## src/rtl/joy_cond_pkg.sv

```systemverilog
// Shared definitions for the DB15 joystick conditioning stage:
// button bit positions and the menu-combo FSM state type.
package joy_cond_pkg;

  localparam int JOY_R     = 0;
  localparam int JOY_L     = 1;
  localparam int JOY_D     = 2;
  localparam int JOY_U     = 3;
  localparam int JOY_A     = 4;
  localparam int JOY_B     = 5;
  localparam int JOY_C     = 6;
  localparam int JOY_DD    = 7;
  localparam int JOY_E     = 8;
  localparam int JOY_F     = 9;
  localparam int JOY_START = 10;
  localparam int JOY_SEL   = 11;

  localparam int JOY_BITS  = 12;

  typedef enum logic [1:0] {
    IDLE  = 2'd0,
    HOLD  = 2'd1,
    FIRED = 2'd2
  } menu_state_t;

endpackage

```

## src/rtl/joy_db15_debounce.sv

```systemverilog
// Single-bit tick-sampled debouncer: the stable value flips only after
// DB_CNT consecutive tick samples that disagree with it.
module joy_db15_debounce #(
  parameter int DB_CNT = 4
) (
  input  logic clk,
  input  logic rst_n,
  input  logic tick,
  input  logic din,
  output logic dout
);

  logic [3:0] cnt;

  always_ff @(posedge clk or negedge rst_n) begin
    if (!rst_n) begin
      dout <= 1'b0;
      cnt  <= 4'd0;
    end else if (tick) begin
      if (din == dout) begin
        cnt <= 4'd0;
      end else if (cnt == 4'(DB_CNT - 1)) begin
        dout <= ~dout;
        cnt  <= 4'd0;
      end else begin
        cnt <= cnt + 4'd1;
      end
    end
  end

endmodule

```

## src/rtl/joy_db15_cond.sv

```systemverilog
// DB15 joystick conditioner: sync, debounce, Start+Select menu combo and
// optional button-A autofire (enabled by defining JTFRAME_JOY_AUTOFIRE_EN).
//
// state | meaning
// IDLE  | combo not held
// HOLD  | Start+Select held, counting ticks toward menu
// FIRED | menu pulse issued, Start/Select masked until both released
module joy_db15_cond
  import joy_cond_pkg::*;
#(
  parameter int TICK_DIV   = 48000,
  parameter int DB_CNT     = 4,
  parameter int HOLD_TICKS = 1000,
  parameter int AF_HALF    = 33
) (
  input  logic        clk,
  input  logic        rst_n,
  input  logic [15:0] joy1_in,
  input  logic [15:0] joy2_in,
  output logic [15:0] joy1_out,
  output logic [15:0] joy2_out,
  output logic        upd,
  output logic        menu,
  output logic [1:0]  af_on
);

  localparam int TW  = (TICK_DIV > 2) ? $clog2(TICK_DIV) : 1;
  localparam int HW  = $clog2(HOLD_TICKS + 1);

  logic [TW-1:0]             tick_cnt;
  logic                      tick;
  logic [1:0][JOY_BITS-1:0]  sync1, sync2, db;
  logic [HW-1:0]             hold_cnt;
  menu_state_t               state;
  logic                      combo, combo_none;
  logic [15:0]               nxt1, nxt2;

  always_ff @(posedge clk or negedge rst_n) begin
    if (!rst_n) begin
      sync1 <= '0;
      sync2 <= '0;
    end else begin
      sync1 <= {joy2_in[JOY_BITS-1:0], joy1_in[JOY_BITS-1:0]};
      sync2 <= sync1;
    end
  end

  assign tick = (tick_cnt == TW'(TICK_DIV - 1));

  always_ff @(posedge clk or negedge rst_n) begin
    if (!rst_n)    tick_cnt <= '0;
    else if (tick) tick_cnt <= '0;
    else           tick_cnt <= tick_cnt + 1'b1;
  end

  for (genvar p = 0; p < 2; p++) begin : g_player
    for (genvar b = 0; b < JOY_BITS; b++) begin : g_bit
      joy_db15_debounce #(.DB_CNT(DB_CNT)) u_db (
        .clk   (clk),
        .rst_n (rst_n),
        .tick  (tick),
        .din   (sync2[p][b]),
        .dout  (db[p][b])
      );
    end
  end

  assign combo      =  db[0][JOY_START] &  db[0][JOY_SEL];
  assign combo_none = ~db[0][JOY_START] & ~db[0][JOY_SEL];

  // Release is checked before the hold limit so a release on the
  // completing tick cancels the menu request.
  always_ff @(posedge clk or negedge rst_n) begin
    if (!rst_n) begin
      state    <= IDLE;
      hold_cnt <= '0;
      menu     <= 1'b0;
    end else begin
      menu <= 1'b0;
      case (state)
        IDLE: begin
          if (combo) begin
            state    <= HOLD;
            hold_cnt <= '0;
          end
        end
        HOLD: begin
          if (tick) begin
            if (!combo) begin
              state <= IDLE;
            end else if (hold_cnt == HW'(HOLD_TICKS - 1)) begin
              menu  <= 1'b1;
              state <= FIRED;
            end else begin
              hold_cnt <= hold_cnt + 1'b1;
            end
          end
        end
        FIRED: begin
          if (combo_none) state <= IDLE;
        end
        default: state <= IDLE;
      endcase
    end
  end

`ifdef JTFRAME_JOY_AUTOFIRE_EN
  localparam int AFW = $clog2(AF_HALF + 1);

  logic [AFW-1:0] af_cnt;
  logic           af_phase;
  logic [1:0]     f_prev;
  logic [1:0]     f_now;

  assign f_now = {db[1][JOY_F], db[0][JOY_F]};

  always_ff @(posedge clk or negedge rst_n) begin
    if (!rst_n) begin
      af_cnt   <= '0;
      af_phase <= 1'b0;
      f_prev   <= 2'b00;
      af_on    <= 2'b00;
    end else begin
      f_prev <= f_now;
      af_on  <= af_on ^ (f_now & ~f_prev);
      if (tick) begin
        if (af_cnt == AFW'(AF_HALF - 1)) begin
          af_cnt   <= '0;
          af_phase <= ~af_phase;
        end else begin
          af_cnt <= af_cnt + 1'b1;
        end
      end
    end
  end
`else
  logic unused_af;
  assign unused_af = (AF_HALF > 0);
  assign af_on     = 2'b00;
`endif

  logic unused_hi;
  assign unused_hi = ^{joy1_in[15:JOY_BITS], joy2_in[15:JOY_BITS]};

  always_comb begin
    nxt1 = {4'b0000, db[0]};
    nxt2 = {4'b0000, db[1]};
    if (state == FIRED) begin
      nxt1[JOY_START] = 1'b0;
      nxt1[JOY_SEL]   = 1'b0;
    end
`ifdef JTFRAME_JOY_AUTOFIRE_EN
    nxt1[JOY_F] = 1'b0;
    nxt2[JOY_F] = 1'b0;
    if (af_on[0]) nxt1[JOY_A] = db[0][JOY_A] & af_phase;
    if (af_on[1]) nxt2[JOY_A] = db[1][JOY_A] & af_phase;
`endif
  end

  always_ff @(posedge clk or negedge rst_n) begin
    if (!rst_n) begin
      joy1_out <= '0;
      joy2_out <= '0;
      upd      <= 1'b0;
    end else begin
      joy1_out <= nxt1;
      joy2_out <= nxt2;
      upd      <= (nxt1 != joy1_out) || (nxt2 != joy2_out);
    end
  end

endmodule
```

## config.mk

```make
export PLATFORM = sky130hd
export DESIGN_NAME = joy_db15_cond
export DESIGN_NICKNAME = d
export VERILOG_FILES = /design/src/rtl/joy_cond_pkg.sv /design/src/rtl/joy_db15_debounce.sv /design/src/rtl/joy_db15_cond.sv
export SDC_FILE = /design/constraint.sdc
export NUM_CORES = 1
export LEC_CHECK = 0
export CORE_ASPECT_RATIO = 0.5
export CORE_MARGIN = 2
export CORE_UTILIZATION = 55
export CTS_CLUSTER_DIAMETER = 150
export CTS_CLUSTER_SIZE = 25
export DETAILED_ROUTE_END_ITERATION = 8
export HOLD_SLACK_MARGIN = 0.15
export PLACE_DENSITY_LB_ADDON = 0.08
export SYNTH_ARGS = -nofsm -noshare
export SYNTH_HDL_FRONTEND = slang
export SYNTH_SLANG_ARGS = --single-unit
```

## constraint.sdc

```tcl
create_clock -name clk -period 3 [get_ports clk]
set_clock_uncertainty 0.05 [all_clocks]
set_input_delay 0.45 -clock clk [delete_from_list [all_inputs] [get_ports clk]]
set_output_delay 0.45 -clock clk [all_outputs]
set_load 0.1 [all_outputs]
```

==> results of run 1 <==
==> through the flow <==
step	power, mW	util, %	hold WS (ns)	worst slack, ns
2_1_floorplan	3.21	-	0.104	0.800
6_report	4.95	62.5	0.305	0.492
4_1_cts	5.03	62.5	0.307	0.520
3_5_place_dp	3.31	60.6	0.285	0.543
3_3_place_gp	3.31	60.6	0.283	0.593
5_1_grt	5.17	62.5	0.312	0.368
==> routing by layer <==
layer / up-vias / track usage [%] / part of all wire (%)
met5: - / 0 / 0
met3: 26 / 3.42 / 3.6
met2: 99 / 30.3 / 44
li1: 3251 / - / -
met1: 3269 / 27.9 / 50
met4: 0 / 4.87 / 2.1
==> power by group <==
part / internal (mW) / total [mW] / leakage, nW / switching, mW
clock: 0.780 / 1.70 / 0.164 / 0.920
sequential: 3.02 / 3.04 / 2.98 / 0.0217
combinational: 0.0604 / 0.203 / 2.09 / 0.143
==> final cells by class <==
cell class | instances | area (um^2) | area share (%)
Timing Repair Buffer | 62 | 573 | 5.24
Inverter | 1 | 3.75 | 0.0343
Tap cell | 234 | 293 | 2.68
Clock inverter | 1 | 5.00 | 0.0458
Sequential cell | 222 | 5560 | 50.8
Multi-Input combinational cell | 646 | 4180 | 38.2
Clock buffer | 13 | 325 | 2.98
==> cell usage in the layout (no fill, tap or decap), types with 2 or more instances in the layout <==
| cell type | instances |
|---|---|
| mux2_2 | 22 |
| a22o_1 | 3 |
| and2_1 | 23 |
| a221o_1 | 3 |
| nand3b_1 | 26 |
| xnor2_1 | 48 |
| nor2_1 | 35 |
| nand2b_1 | 3 |
| nand4_1 | 11 |
| o31ai_1 | 23 |
| nor4bb_1 | 2 |
| a21oi_1 | 3 |
| a21o_1 | 23 |
| buf_4 | 33 |
| nand2_1 | 110 |
| and4_1 | 2 |
| nor3_1 | 5 |
| buf_12 | 3 |
| clkdlybuf4s50_1 | 24 |
| conb_1 | 10 |
| or2_2 | 4 |
| xor2_1 | 31 |
| and3_1 | 9 |
| clkbuf_16 | 13 |
| o21ai_1 | 4 |
| o21ai_0 | 73 |
| nor3b_1 | 24 |
| nor2b_1 | 8 |
| mux2_1 | 3 |
| dfrtp_1 | 222 |
| nor4_1 | 25 |
| nand3_1 | 60 |
| a31oi_1 | 14 |
| ha_1 | 26 |
==> registers in the layout (all words and copies together) (netlist names) <==
name	count
g_player.g_bit.u_db.cnt	96
joy1_out	12
g_player.g_bit.u_db.dout	24
sync1	24
hold_cnt	10
tick_cnt	16
menu	1
state	2
joy2_out	12
sync2	24
upd	1
==> kinds of logic (layout without fill, tap and decap cells) <==
logic type,count (synthesis),after routing
simple gates,354,354
flops,222,222
compound gates,151,151
xor+xnor,79,79
buf+inv,36,77
fa+ha+maj,26,26
mux,26,26
other cells,1,10
==> critical path, cell delays in order (launching register included) <==
cell     delay (ns)
dfrtp_1        0.42
ha_1           0.33
nand4_1        0.23
or4_4          0.67
buf_12         0.25
o21ai_0        0.24
o21ai_0        0.13
==> what timing repair did <==
item                      4_1_cts  5_1_grt
buffers inserted                0        0
hold endpoints to repair       78        0
hold buffers                    1        0
==> worst max path at each step <==
stage | slack [ns] | end
global route | 0.37 | g_player[0].g_bit[3].u_db.cnt[2]
CTS | 0.52 | g_player[0].g_bit[1].u_db.cnt[0]
floorplan | 0.80 | hold_cnt[5]
finish | 0.49 | g_player[0].g_bit[3].u_db.cnt[2]
global placement | 0.59 | g_player[1].g_bit[3].u_db.cnt[0]
detailed placement | 0.54 | g_player[0].g_bit[1].u_db.cnt[0]
==> flow_summary.yaml, run 1 <==
floorplan:
  start_util_pct: 56.6
  pin_count: 70
  die_h_um: 98.9
  rows: 34
  coreArea_um2: 17500
  die-area_um2: 19200
  dieWidth_um: 194
detailed_routing:
  drt_wl_total_um: 17500
  antenna_left: 0
  routed_via_density: 5.64
  drc_errors: 0
  vias: 6645
  routedWlPerCell_um: 14.8
  first_iter_violations: 349
  dr.pass1.iters: 5
global_routing:
  grt_pass1_wl_um: 30600
  antenna_found_initial: 0
  grt_pass1_vias: 6456
  grt_max_degree: 93
  gr-total-overflow: 0
  track_usage_pct: 19.2
layout:
  fill_cells: 1423
  drive_gt1_share_pct: 8.68
  final_nets: 1005
  stdcell_area_um2: 10900
  insertedDiodeCount: 0
  instances_no_fill: 1179
  area_growth_pct: 10.4
logic_synthesis:
  synth.area.top_cells: "dfrtp_1 (56%), xnor2_1 (4.2%), nand2_1 (4.2%)"
  syn-instance-count: 895
  muxShareOfSynthArea_pct: 2.94
  async_flop_share_pct: 100
  synth_area_leader_cell: "dfrtp_1"
  synth.most_common_cell: "dfrtp_1"
  synthSimpleGateAreaFrac_pct: 19.1
  synth_area_um2: 9900
  synth-seq-cells: 222
  synth_top_family_by_area: "simple AND/OR/NAND/NOR gates"
  ys_seq_area_share_pct: 56.1
  synthAdderAreaFrac_pct: 3.29
  yosys_warnings: 0
  synthDominantCellAreaShare_pct: 56.1
  yosys-top-cells-count: "dfrtp_1 (222), nand2_1 (110), o21ai_0 (73)"
  synth-xor-area-share_pct: 6.99
  ys.flop_type: "dfrtp_1"
  synth_compound_area_share_pct: 9.50
  synth-edff-count: 0
  synthDistinctLibCells: 49
  syn_area_per_cell_um2: 11.1
critical_path:
  path_max_fanout: 92
  reg2regPathDepth: 6
  criticalPathCategory: "register to register"
  worst_setup_path_start_kind: "register"
  reg2reg_from: "tick_cnt[0]"
  worstPathArrival_ns: 2.80
  cp-end-kind: "register"
  timing.rr.end: "g_player[0].g_bit[3].u_db.cnt[2]"
  rrSetupSlack_ns: 0.49
  crit_start: "tick_cnt[0]"
  cp_data_required_time_ns: 3.29
min_path:
  holdPathStages: 0
  min_from: "sync1[0]"
  holdPathEnd: "sync2[0]"
  hold_class: "register to register"
timing:
  tns_ns: 0
  final.min_clock_period_ns: 2.51
  relSlewSlack_pct: 47.5
  setup_viol: 0
  timing.final.crit_share_pct: 83.6
  rsz0062_at_grt: "no"
  worst_pin_slew_ns: 0.784
  max_freq_ghz: 0.399
  drv_slew: 0
  finalHoldViolCount: 0
clock_network:
  htreeDepth: 1
  cts_resized: 0
  cts_buffers: 12
  cts-root-buf: "clkbuf_16"
  clock-sinks: 222
  cts_buffer_depth: 3
  clkLatencyLatePin_ns: 0.47
  cts_tree: "built"
  clkSlewWorstSetupHoldPaths_ns: 0.09
power_and_ir_drop:
  leakage_nw: 5.24
  p_per_area_nw_per_um2: 452
  peakVddDrop_v: 0.000318
placement:
  placed_area_um2: 10600
  dp_hpwl_um: 11800
  globalplace.congestion: 0.781
  dp_cells: 1164
  port_buffers: 51
flow_run:
  maxCapViolCount: 0
status:
  status: "complete, no violations"
(Power assumes the default switching activity.)
==> run 2, diff against run 1 <==
Clock period 3 ns to 2.4 ns, I/O delays scaled along.
==> flow_summary.yaml, run 2 (same netlist as run 1, synthesis figures left out) <==
global_routing:
  grt_pass1_vias: 6457
  gr-total-overflow: 0
  antenna_found_initial: 0
  grt_max_degree: 92
  grt_pass1_wl_um: 30400
  track_usage_pct: 19.1
critical_path:
  criticalPathCategory: "register to register"
  crit_start: "tick_cnt[0]"
  worstPathArrival_ns: 2.68
  reg2regPathDepth: 6
  reg2reg_from: "tick_cnt[0]"
  timing.rr.end: "g_player[1].g_bit[4].u_db.cnt[0]"
  worst_setup_path_start_kind: "register"
  rrSetupSlack_ns: 0.07
  cp_data_required_time_ns: 2.76
  endpoint: "g_player[1].g_bit[4].u_db.cnt[0]"
  path_max_fanout: 91
  cp-end-kind: "register"
detailed_routing:
  routedWlPerCell_um: 14.7
  met1Wirelength_um: 8970
  dr_wl_met2_um: 7740
  maxUsedRoutingLayer: "met4"
  first_iter_violations: 291
  drt_wl_total_um: 17400
  routed_via_density: 5.55
  antenna_left: 0
  dr.pass1.iters: 4
  route.met3.wl_um: 437
  drc_errors: 0
  vias: 6597
floorplan:
  die-area_um2: 19200
  dieWidth_um: 194
  start_util_pct: 56.6
  pin_count: 70
  rows: 34
  die_h_um: 98.9
  coreArea_um2: 17500
layout:
  area_growth_pct: 12.2
  insertedDiodeCount: 0
  drive_gt1_share_pct: 9.96
  final_cell_mix: "dfrtp_1 (222), nand2_1 (110), o21ai_0 (72)"
  final_nets: 1014
  layout_commonest_cell: "dfrtp_1"
  fin_util_pct: 63.6
  largest_register: "g_player.g_bit.u_db.cnt"
  largest_reg_flops: 96
clock_network:
  clkSlewWorstSetupHoldPaths_ns: 0.09
  clock-sinks: 222
  clkLatencyLatePin_ns: 0.47
  cts_buffers: 12
  cts-root-buf: "clkbuf_16"
  htreeDepth: 1
  cts_buffer_depth: 3
  cts_tree: "built"
timing:
  setup_viol: 0
  timing.final.crit_share_pct: 97.1
  finalHoldViolCount: 0
  worst_pin_slew_ns: 0.661
  relSlewSlack_pct: 55.9
  tns_ns: 0
  final.min_clock_period_ns: 2.33
  rsz0062_at_grt: "yes"
  max_freq_ghz: 0.429
  drv_slew: 0
power_and_ir_drop:
  p_per_area_nw_per_um2: 555
  leakage_nw: 5.31
  peakVddDrop_v: 0.000362
placement:
  port_buffers: 51
  globalplace.congestion: 0.842
  dp_hpwl_um: 11900
min_path:
  hold_class: "input port to register"
flow_run:
  maxCapViolCount: 0
status:
  status: "complete, no violations"
[run 2: cell types whose count changed in the layout (fill, tap and decap cells not counted), sizes merged]
cell	change
buf	+9
[run 2: worst max-delay path, cell delays in order (launching register included)]
cell and delay, ns:
dfrtp_1 0.42, ha_1 0.23, nand4_1 0.18, or4_4 0.62
buf_12 0.21, nor4_1 0.33, a21o_1 0.11
[run 2: power by group]
group	switching, mW	internal, mW
sequential	0.0269	3.78
combinational	0.180	0.0811
clock	1.13	0.975
total	1.34	4.83
[run 2: cell type report]
type,count,area [um^2]
fillers,1436,6370
flip-flops and latches,222,5560
multi-input cells,646,4200
repair buffers,71,728
clock buffers,13,325
well taps,234,293
clock inverters,1,5.00
inverters,1,3.75
[run 2: repair_timing]
| action | in CTS | in global routing |
|---|---|---|
| hold endpoints to repair | 74 | 0 |
| endpoints found under the setup margin | 0 | 15 |
| setup buffers | 0 | 1 |
| hold buffers | 1 | 0 |
| resized for setup | 0 | 5 |
[run 2: worst min-delay path by stage]
| stage | from | endpoint | slack, ns | cells past startpoint |
|---|---|---|---|---|
| after floorplan | rst_n | g_player[0].g_bit[0].u_db.cnt[0] | 0.01 | 0 |
| after global placement | sync1[22] | sync2[22] | 0.28 | 0 |
| after detailed placement | sync1[3] | sync2[3] | 0.28 | 0 |
| after CTS | joy1_in[10] | sync1[10] | 0.26 | 1 |
| after global routing | joy1_in[10] | sync1[10] | 0.26 | 1 |
| final | joy1_in[10] | sync1[10] | 0.27 | 1 |
[run 2: per-stage QoR]
step | total power, mW | worst slack, ns | instances | hold slack (ns) | cell area, um^2
2_1_floorplan | 4.01 | 0.200 | 904 | 0.0144 | 9940
3_3_place_gp | 4.14 | 0.181 | 1172 | 0.283 | 10700
3_5_place_dp | 4.15 | 0.137 | 1172 | 0.285 | 10700
4_1_cts | 6.25 | 0.0987 | 1187 | 0.257 | 11100
5_1_grt | 6.43 | -0.00504 | 1188 | 0.256 | 11100
6_report | 6.17 | 0.0703 | 1188 | 0.271 | 11100
[run 2: routing by layer]
metal,vias to the layer above,GRT usage (%)
li1,3261,-
met3,18,2.74
met2,67,30.9
met4,0,3.70
met1,3251,28.1
met5,-,0
